File: src/rtl/bcd_conv_ctrl.sv
// Sequencer for a serial 8-bit double-dabble stage: accepts an operand, streams it MSB-first,
// captures the 10-bit BCD result. Optional self-check enabled by defining BCD_CONV_CHECK_EN.
module bcd_conv_ctrl (
  input  logic       clk_i,
  input  logic       rst_n_i,
  input  logic [7:0] data_i,
  input  logic       valid_i,
  output logic       ready_o,
  output logic       ser_bit_o,
  output logic       ser_rst_n_o,
  input  logic [9:0] bcd_i,
  output logic [9:0] bcd_o,
  output logic       bcd_valid_o,
  output logic       busy_o,
  output logic       err_o
);

  typedef enum logic [1:0] {StIdle, StShift, StCapture} state_e;

  state_e     state;
  logic [7:0] operand;
  logic [2:0] cnt;
  logic       ready;
  logic       ser_bit;
  logic       ser_rst_n;
  logic [9:0] bcd;
  logic       bcd_valid;
  logic       mismatch;

`ifdef BCD_CONV_CHECK_EN
  logic       err;
  logic [9:0] ref_bcd;

  function automatic logic [9:0] to_bcd(input logic [7:0] bin);
    logic [11:0] s;
    s = '0;
    for (int i = 7; i >= 0; i--) begin
      if (s[3:0] >= 4'd5) s[3:0] = s[3:0] + 4'd3;
      if (s[7:4] >= 4'd5) s[7:4] = s[7:4] + 4'd3;
      s = {s[10:0], bin[i]};
    end
    return s[9:0];
  endfunction

  assign ref_bcd  = to_bcd(operand);
  assign mismatch = (state == StCapture) && (bcd_i != ref_bcd);
  assign err_o    = err;

  always_ff @(posedge clk_i) begin
    if (!rst_n_i) begin
      err <= 1'b0;
    end else begin
      err <= mismatch;
    end
  end
`else
  assign mismatch = 1'b0;
  assign err_o    = mismatch;
`endif

  always_ff @(posedge clk_i) begin
    if (!rst_n_i) begin
      state     <= StIdle;
      operand   <= '0;
      cnt       <= '0;
      ready     <= 1'b0;
      ser_bit   <= 1'b0;
      ser_rst_n <= 1'b0;
      bcd       <= '0;
      bcd_valid <= 1'b0;
    end else begin
      bcd_valid <= 1'b0;
      unique case (state)
        StIdle: begin
          if (valid_i && ready) begin
            operand   <= data_i;
            cnt       <= '0;
            ready     <= 1'b0;
            ser_rst_n <= 1'b1;
            ser_bit   <= data_i[7];
            state     <= StShift;
          end else begin
            ready <= 1'b1;
          end
        end
        StShift: begin
          cnt <= cnt + 3'd1;
          if (cnt == 3'd7) begin
            // Stage must be held clear outside SHIFT; it has no enable.
            ser_rst_n <= 1'b0;
            ser_bit   <= 1'b0;
            state     <= StCapture;
          end else begin
            ser_bit <= operand[3'd6 - cnt];
          end
        end
        StCapture: begin
          bcd       <= bcd_i;
          bcd_valid <= 1'b1;
          ready     <= 1'b1;
          state     <= StIdle;
        end
        default: state <= StIdle;
      endcase
    end
  end

  assign ready_o     = ready;
  assign busy_o      = (state != StIdle);
  assign ser_bit_o   = ser_bit;
  assign ser_rst_n_o = ser_rst_n;
  assign bcd_o       = bcd;
  assign bcd_valid_o = bcd_valid;

endmodule
File: config.mk
export PLATFORM = sky130hd
export DESIGN_NAME = bcd_conv_ctrl
export DESIGN_NICKNAME = d
export VERILOG_FILES = /design/src/rtl/bcd_conv_ctrl.sv
export SDC_FILE = /design/constraint.sdc
export NUM_CORES = 1
export LEC_CHECK = 0
export ABC_AREA = 1
export CORE_MARGIN = 1
export CORE_UTILIZATION = 47
export DETAILED_ROUTE_END_ITERATION = 7
export HOLD_SLACK_MARGIN = 0.02
export PLACE_DENSITY_LB_ADDON = 0.25
export SLEW_MARGIN = 10
export SYNTH_ARGS = -nofsm -noshare
export SYNTH_HDL_FRONTEND = slang
export SYNTH_SLANG_ARGS = --single-unit
File: constraint.sdc
create_clock -name clk_i -period 2.37 [get_ports clk_i]
set_input_delay 0.3555 -clock clk_i [delete_from_list [all_inputs] [get_ports clk_i]]
set_output_delay 0.3555 -clock clk_i [all_outputs]
set_load 0.005 [all_outputs]
==> results list, run 1 <==
- Maximum clock frequency: slightly below 600 MHz
- Least-Margin Pin Slew: between 0.5 and 0.6 ns
* Sum of overflow across all layers after global routing: 0
- In the final timing run, aggregate negative setup slack is 0 ns.
* Placed wire-length estimate after detailed placement: approximately 1700 um
- Filler instances: 195
* Worst-case register-to-register setup slack: ~0.85 ns
- Global routing used between 20% and 30% of the available tracks across all layers.
* Worst-case setup slack after placement: about 0.74 ns
- Die span in y: about 50 um
* Via count of the first global-routing pass: approximately 950
- Maximum clock skew at final layout: approximately 0.011 ns
- Worst-path cell with the longest stage delay: clkdlybuf4s50_1
- Clock tree synthesis selected as its root buffer the cell clkbuf_4.
- Broken down by cell family, the worst path's largest delay share belongs to buffers and inverters.
* Cell total after placement: roughly 200
* Power density over cell area: 539 nW/um2
- Source-to-sink clock delay at the later pin of the worst-skew pair: roughly 0.33 ns
- The detail route stage leaves a number of antenna-violating nets equal to 0.
- Clock sinks: 27
- Vias per inst: between 4 and 5
* Average footprint of a synthesized cell: ~7.6 um2
- In this run the static leakage power is 0.647 nW.
- Endpoints failing setup: 0
- The first routing iteration left 23 violations.
- The finished layout holds 206 standard cells, fillers aside.
- Fraction of layout instances using a drive strength above 1: about 4.5%
- Clock tree from TritonCTS: yes
- Input and output buffers added on the ports amount to 35.
* Fraction of the yosys area taken by sequential cells: 49.1%
- In this run the number of H-tree levels came out at 1.
* Maximum number of pins on one net before global-route repair: 19
- Delay contributed by the slowest stage of the critical path: 0.50 ns
* Area of the die: 2540 um2
- Cell area after synthesis: 1100 um2
- Residual DRC count: 0
- Arrival time at the worst endpoint: between 1 and 1.5 ns
* Via count: between 1000 and 1500
* Final-report hold violation count: 0
* Final routed wire length divided by cell count: around 11 um
- Gates resized during post-CTS repair numbered 0.
* Hold-fix buffer count after cts: 0
* Max Slew Vio Count: 0
- Max Buffers Root-to-Sink: 2
- Critical path endpoint category: output port
* Nets in the synthesized netlist: 169
* Setup repair after global routing missed its margin: false
* Wire length of the first global-routing pass: roughly 4000 um
* Post-Syn Instances: 144
- Summed over all layers, the routed wires come to between 2000 and 2500 um.
- Core ar.: roughly 2200 um2
- Number of buffers added by the clock tree synthesis step: 3
- Measured against its own limit, the worst slew margin works out to roughly three fifths.
* Nets@finish: 204
- The tightest min-delay check is of the flop to flop type.
- Starting utilization of the core area: ~50%
- Counting both buffers and inverters, the worst setup path holds a total of 2.
- Post-synthesis register bit count: 27
- Number of distinct library cell variants in the gate-level netlist after synthesis: 20
* Setup repair bufs after CTS: 0
- Worst setup path class: flop to output port
- 0 antenna diodes ended up in the layout.
- The final critical path takes up about 72% of the cycle.
- Cells traversed along the worst timing path: nor2_2 -> inv_1 -> clkdlybuf4s50_1
- Of all nets on the critical path, the largest fanout is 4.
- The flow ran to the end, and the final reports show no timing, DRC or antenna violations.
- At the end of routability-driven placement, the weighted congestion stood at 0.788.
- In this run the core area contains 17 standard-cell rows.
- For this run, the detailed router's first-pass iteration total came to 4.
- Number of antenna violations at the first check in global routing: 0
- Die outline width: just over 50 um
* Type of element launching the critical path: flop
* Crit path setup slack, layout: 0.662 ns
- Once layout is complete, the utilization of the core stands at between 60% and 70%.
- After clock tree synthesis, the clock-pin slew on the worst setup and hold paths is between 0.1 and 0.15 ns.
- Number of maximum-capacitance violations: 0
- For this run, the number of Yosys warnings is 0.
* Num ports: 37
- Max VDD drop: roughly 0.00038 V
- Counting I/O delays and the setup requirement, the final critical path takes between 1.5 and 2 ns.
- Required time of the critical path: 2.01 ns
- Area delta synth->final: 34.9%
area by class of cell:
type	instances	area (um2)	share of cell area [%]
clock buffers	3	22.5	1.52
clock inverters	1	5.00	0.337
inverters	14	52.6	3.54
multi-input cells	97	472	31.8
flip-flops and latches	27	541	36.4
well taps	28	35.0	2.36
repair buffers	36	358	24.1
worst reg2reg max path: cells and delay by family, from the launching register on:
| family | cells | cell delay [ns] |
|---|---|---|
| buffers and inverters | 2 | 0.38 |
| AND/OR/NAND/NOR | 3 | 0.67 |
| flip-flops | 1 | 0.37 |
synth_stat cells (all sizes together):
cell type  number  area [um2]
o21a            1        7.51
ha              4        50.1
nor2           33         126
xnor2           1        8.76
o21ai          21         109
conb            1        3.75
nand2          17        63.8
nand3           9        50.1
a211oi          1        7.51
buf             4        28.8
clkbuf          2        7.51
a21oi           9        45.0
inv            14        52.6
dfxtp          27         541
flip-flops by register name, summed over array words and instances (netlist names):
signal and count:
ser_bit_o 1, bcd_valid_o 1, operand 8, bcd_o 10
ready_o 1, state 2, cnt 3, ser_rst_n_o 1
cell families (layout without fill, tap and decap cells):
group                    count (synthesis)  after routing  share of synthesized area [%]
adder cells (fa/ha/maj)                  4              4                           4.55
XOR/XNOR                                 1              1                          0.796
flip-flops                              27             27                           49.1
AND/OR/NAND/NOR                         59             59                           21.8
other                                    1              1                          0.341
AO/OA/AOI/OAI                           32             32                           15.3
buffers and inverters                   20             54                           8.07
stage by stage:
step	total power [mW]	cell area, um2	hold WS (ns)
CTS	0.807	1490	0.467
global route	0.847	1490	0.501
global placement	0.609	1460	0.443
detailed placement	0.613	1460	0.448
floorplan	0.555	1100	0.429
finish	0.800	1490	0.467
routing by layer:
metal  up-vias  wire, um  global-route usage, %  part of all wire (%)
li1        522         -                      -                     -
met1       454      1010                   23.2                    44
met2        21      1130                   36.7                    49
met3         5       114                   5.15                   5.0
met4         0        37                   8.33                   1.6
met5         -         0                      0                     0
placed cells by master (no fill, tap or decap), types with 3 or more instances in the layout:
master	instances
a21oi_1	9
nand3_1	8
nand2_1	17
inv_1	14
o21ai_0	18
dfxtp_1	27
ha_1	4
clkbuf_4	3
nor2_1	32
clkdlybuf4s50_1	35
report_power, final:
group	total (mW)	internal (mW)	switching [mW]
Combinational	0.116	0.0635	0.0526
Clock	0.198	0.0634	0.134
Sequential	0.486	0.473	0.0130
path summary, 6_finish.rpt:
path | from | end | cells after the start
setup / recovery | state[0] | busy_o | 3
hold reg to reg | operand[6] | operand[6] | 2
setup reg to reg | state[1] | bcd_o[5] | 5
hold / removal | operand[6] | operand[6] | 2
Note: power is estimated with default switching activity, not from simulation.
==> run 2: changes to the inputs <==
CORE_UTILIZATION = 40   (was 47)
clock period = 1.4 ns   (was 2.37 ns; I/O delays follow)
==> results list, run 2 (synthesis gave the netlist of run 1 again) <==
* Final-layout worst hold slack: 0.438 ns (-0.0288 ns)
- Num ports: 37 (unchanged)
- The required time at the worst-slack endpoint came to 1.19 ns (-0.82 ns).
- The final critical path takes up a little over nine tenths of the cycle.
- Sw Ratio: 25.0% (+0.050 points)
- Source-to-sink clock delay at the later pin of the worst-skew pair: 0.33 ns (about the same)
- The register-to-register path setup slack came to 0.15 ns (-0.70 ns).
* Worst-path cell with the longest stage delay: dfxtp_2
- Endpoints failing setup: 0 (unchanged)
- Root buffer selected by CTS: clkbuf_4
* Worst flop-to-flop path endpoint: ser_bit_o
* Critical path depth in cells: 3 (unchanged)
- The number of port buffers was 35 (unchanged).
- Final routed wire length divided by cell count: 11.1 um (+0.26%)
* Max Buffers Root-to-Sink: 2 (unchanged)
* Fraction of layout instances using a drive strength above 1: 15.8% (+11 points)
- Setup repair after global routing missed its margin: false
* Area delta synth->final: 43.9%
* Arrival time at the worst endpoint: 1.11 ns (-0.24 ns)
- Placed wire-length estimate after detailed placement: 1760 um (+5.5%)
* Power density over cell area: 869 nW/um2 (+61%)
* Nets@finish: 210 (+2.9%)
* Critical path endpoint: busy_o
- The number of sinks on the clock net was 27 (unchanged).
- Worst-path fanout max: 2 (-2)
- Wire length of the first global-routing pass: 3800 um (-4.2%)
- Maximum clock frequency: approximately 760 MHz
* Startpoint of the worst setup timing path: state[0]
- The final wirelength is 2390 um (+4.1%).
- The area of all placed cells without fillers is 1580 um2 (+6.7%).
* Flop pwr share: 59.5% (-1.3 points)
* Final-report hold violation count: 0 (unchanged)
- The initial cell density of the core was 43.3% (-6.5 points).
- The flow ran to the end, and the final reports show no timing, DRC or antenna violations.
- The flip-flop count of the largest register after layout is 10 (unchanged).
- The total via count after detailed routing was 1020 (+1.8%).
* Number of cell instances on the worst register-to-register path: 5 (unchanged)
* Core ar.: 2540 um2 (+15%)
- The cell-internal power came to 1.03 mW (+72%).
* Antenna cell count: 0 (unchanged)
- Max Slew Vio Count: 0 (unchanged)
* Die outline width: 54.5 um (+8.1%)
- Max VDD drop: 0.000799 V (+110%)
* Number of buffers added by the clock tree synthesis step: 3 (unchanged)
- The overall die area is 2970 um2 (+17%).
- The initial detailed-routing violation count came to 4 (-83%).
- The hold path depth came to 3 (+1).
- The worst setup path is launched from a flop.
- Reg clk slew, reported paths: 0.14 ns (about the same)
- Sum of overflow across all layers after global routing: 0 (unchanged)
- Buffer and inverter count on the worst path: 2 (unchanged)
- Setup TNS: 0 ns (unchanged)
- The worst setup path is of the flop to output port kind.
* Die span in y: 54.5 um (+8.1%)
- Cell total after placement: 208 (+3.0%)
- LEAKAGE: 0.891 nW (+38%)
- Critical path endpoint category: output port
- Shortest period the worst path allows: between 1 and 1.5 ns
- The critical path goes through nor2_2 -> inv_1 -> dlygate4sd2_1.
* Share of power burned in the clock network: 24.5% (-0.2 points)
- Residual DRC count: 0 (unchanged)
* Min-delay worst type: input port to flop
- Gpl congestion: 0.799 (+1.4%)
- Clock tree from TritonCTS: yes
* Via count of the first global-routing pass: 936 (-1.8%)
- Maximum number of pins on one net before global-route repair: 19 (unchanged)
* Total number of H-tree levels: 1 (unchanged)
- Beginning of the worst register-to-register path: cnt[0]
- The global-route usage over all layers was 18.1% (-2.5 points).
- Maximum clock skew at final layout: 0.00228 ns (-0.00916 ns)
- Antenna Nets Post-Route: 0 (unchanged)
- The routed via count divided by cell count was 4.77 (-2.0%).
- The post-place instance area came to 1500 um2 (+3.1%).
- Share of total power in combinational logic: 16.0% (+1.5 points)
- Number of maximum-capacitance violations: 0 (unchanged)
- Commonest non-fill, non-tap cells in the layout: nor2_1 (31), clkdlybuf4s50_1 (20), o21ai_0 (18)
- In this design, the largest share of critical-path delay is due to flip-flops.
- Delay contributed by the slowest stage of the critical path: 0.35 ns (-0.15 ns)
- P_sw: 345 uW (+72%)
- The library cell used most frequently in the layout, excluding fill and tap cells, is nor2_1.
* Number of antenna violations at the first check in global routing: 0 (unchanged)
* Number of search-and-repair iterations in the first detailed-routing pass: 4 (unchanged)
- The number of rows created at floorplan was 18 (+1).
- Finished Layout Cells: 214 (+3.9%)
run 2: per-layer routing:
| metal | vias to the layer above | wire length [um] | global-route usage (%) |
|---|---|---|---|
| met3 | 5 | 90 | 2.78 |
| met5 | - | 0 | 0 |
| met4 | 0 | 40 | 8.97 |
| li1 | 537 | - | - |
| met2 | 23 | 1180 | 30.9 |
| met1 | 455 | 1070 | 21.8 |
run 2: area by class of cell:
type / instances / area (um2)
Clock buffer: 3 / 22.5
Inverter: 14 / 52.6
Fill cell: 237 / 961
Tap cell: 30 / 37.5
Sequential cell: 27 / 558
Timing Repair Buffer: 42 / 434
Multi-Input combinational cell: 97 / 474
Clock inverter: 1 / 5.00
run 2: what timing repair did:
action / in CTS / in global routing
gates resized for setup: 16 / 14
pin swaps: 0 / 0
hold buffers: 0 / 0
setup buffers: 2 / 0
endpoints found under the setup margin: 10 / 10
run 2: power groups by stage:
stage / clock network (mW) / registers (mW) / logic, mW
after floorplan: 0 / 0.836 / 0.103
after global placement: 0 / 0.837 / 0.210
after detailed placement: 0 / 0.838 / 0.215
after CTS: 0.349 / 0.819 / 0.222
after global routing: 0.379 / 0.823 / 0.246
final: 0.338 / 0.819 / 0.220
run 2: worst register-to-register path: stages, from the launching register on:
cell	delay, ns
dfxtp_1	0.38
ha_1	0.23
ha_1	0.21
nor2_1	0.15
nand3_1	0.10
a21oi_1	0.12
run 2: worst min path at each step:
stage | startpoint | endpoint | slack [ns]
2_1_floorplan | data_i[1] | operand[1] | 0.34
3_5_place_dp | operand[6] | operand[6] | 0.45
3_3_place_gp | operand[4] | operand[4] | 0.44
6_report | bcd_i[3] | bcd_o[3] | 0.44
5_1_grt | bcd_i[4] | bcd_o[4] | 0.45
4_1_cts | bcd_i[0] | bcd_o[0] | 0.43
run 2: metrics by stage:
stage          util, %  power (mW)  setup WS, ns
2_1_floorplan        -       0.939         0.215
3_3_place_gp      59.0        1.05         0.124
3_5_place_dp      59.0        1.05        0.0572
4_1_cts           61.1        1.39      0.000654
5_1_grt           62.2        1.45        0.0170
6_report          62.2        1.38        0.0811
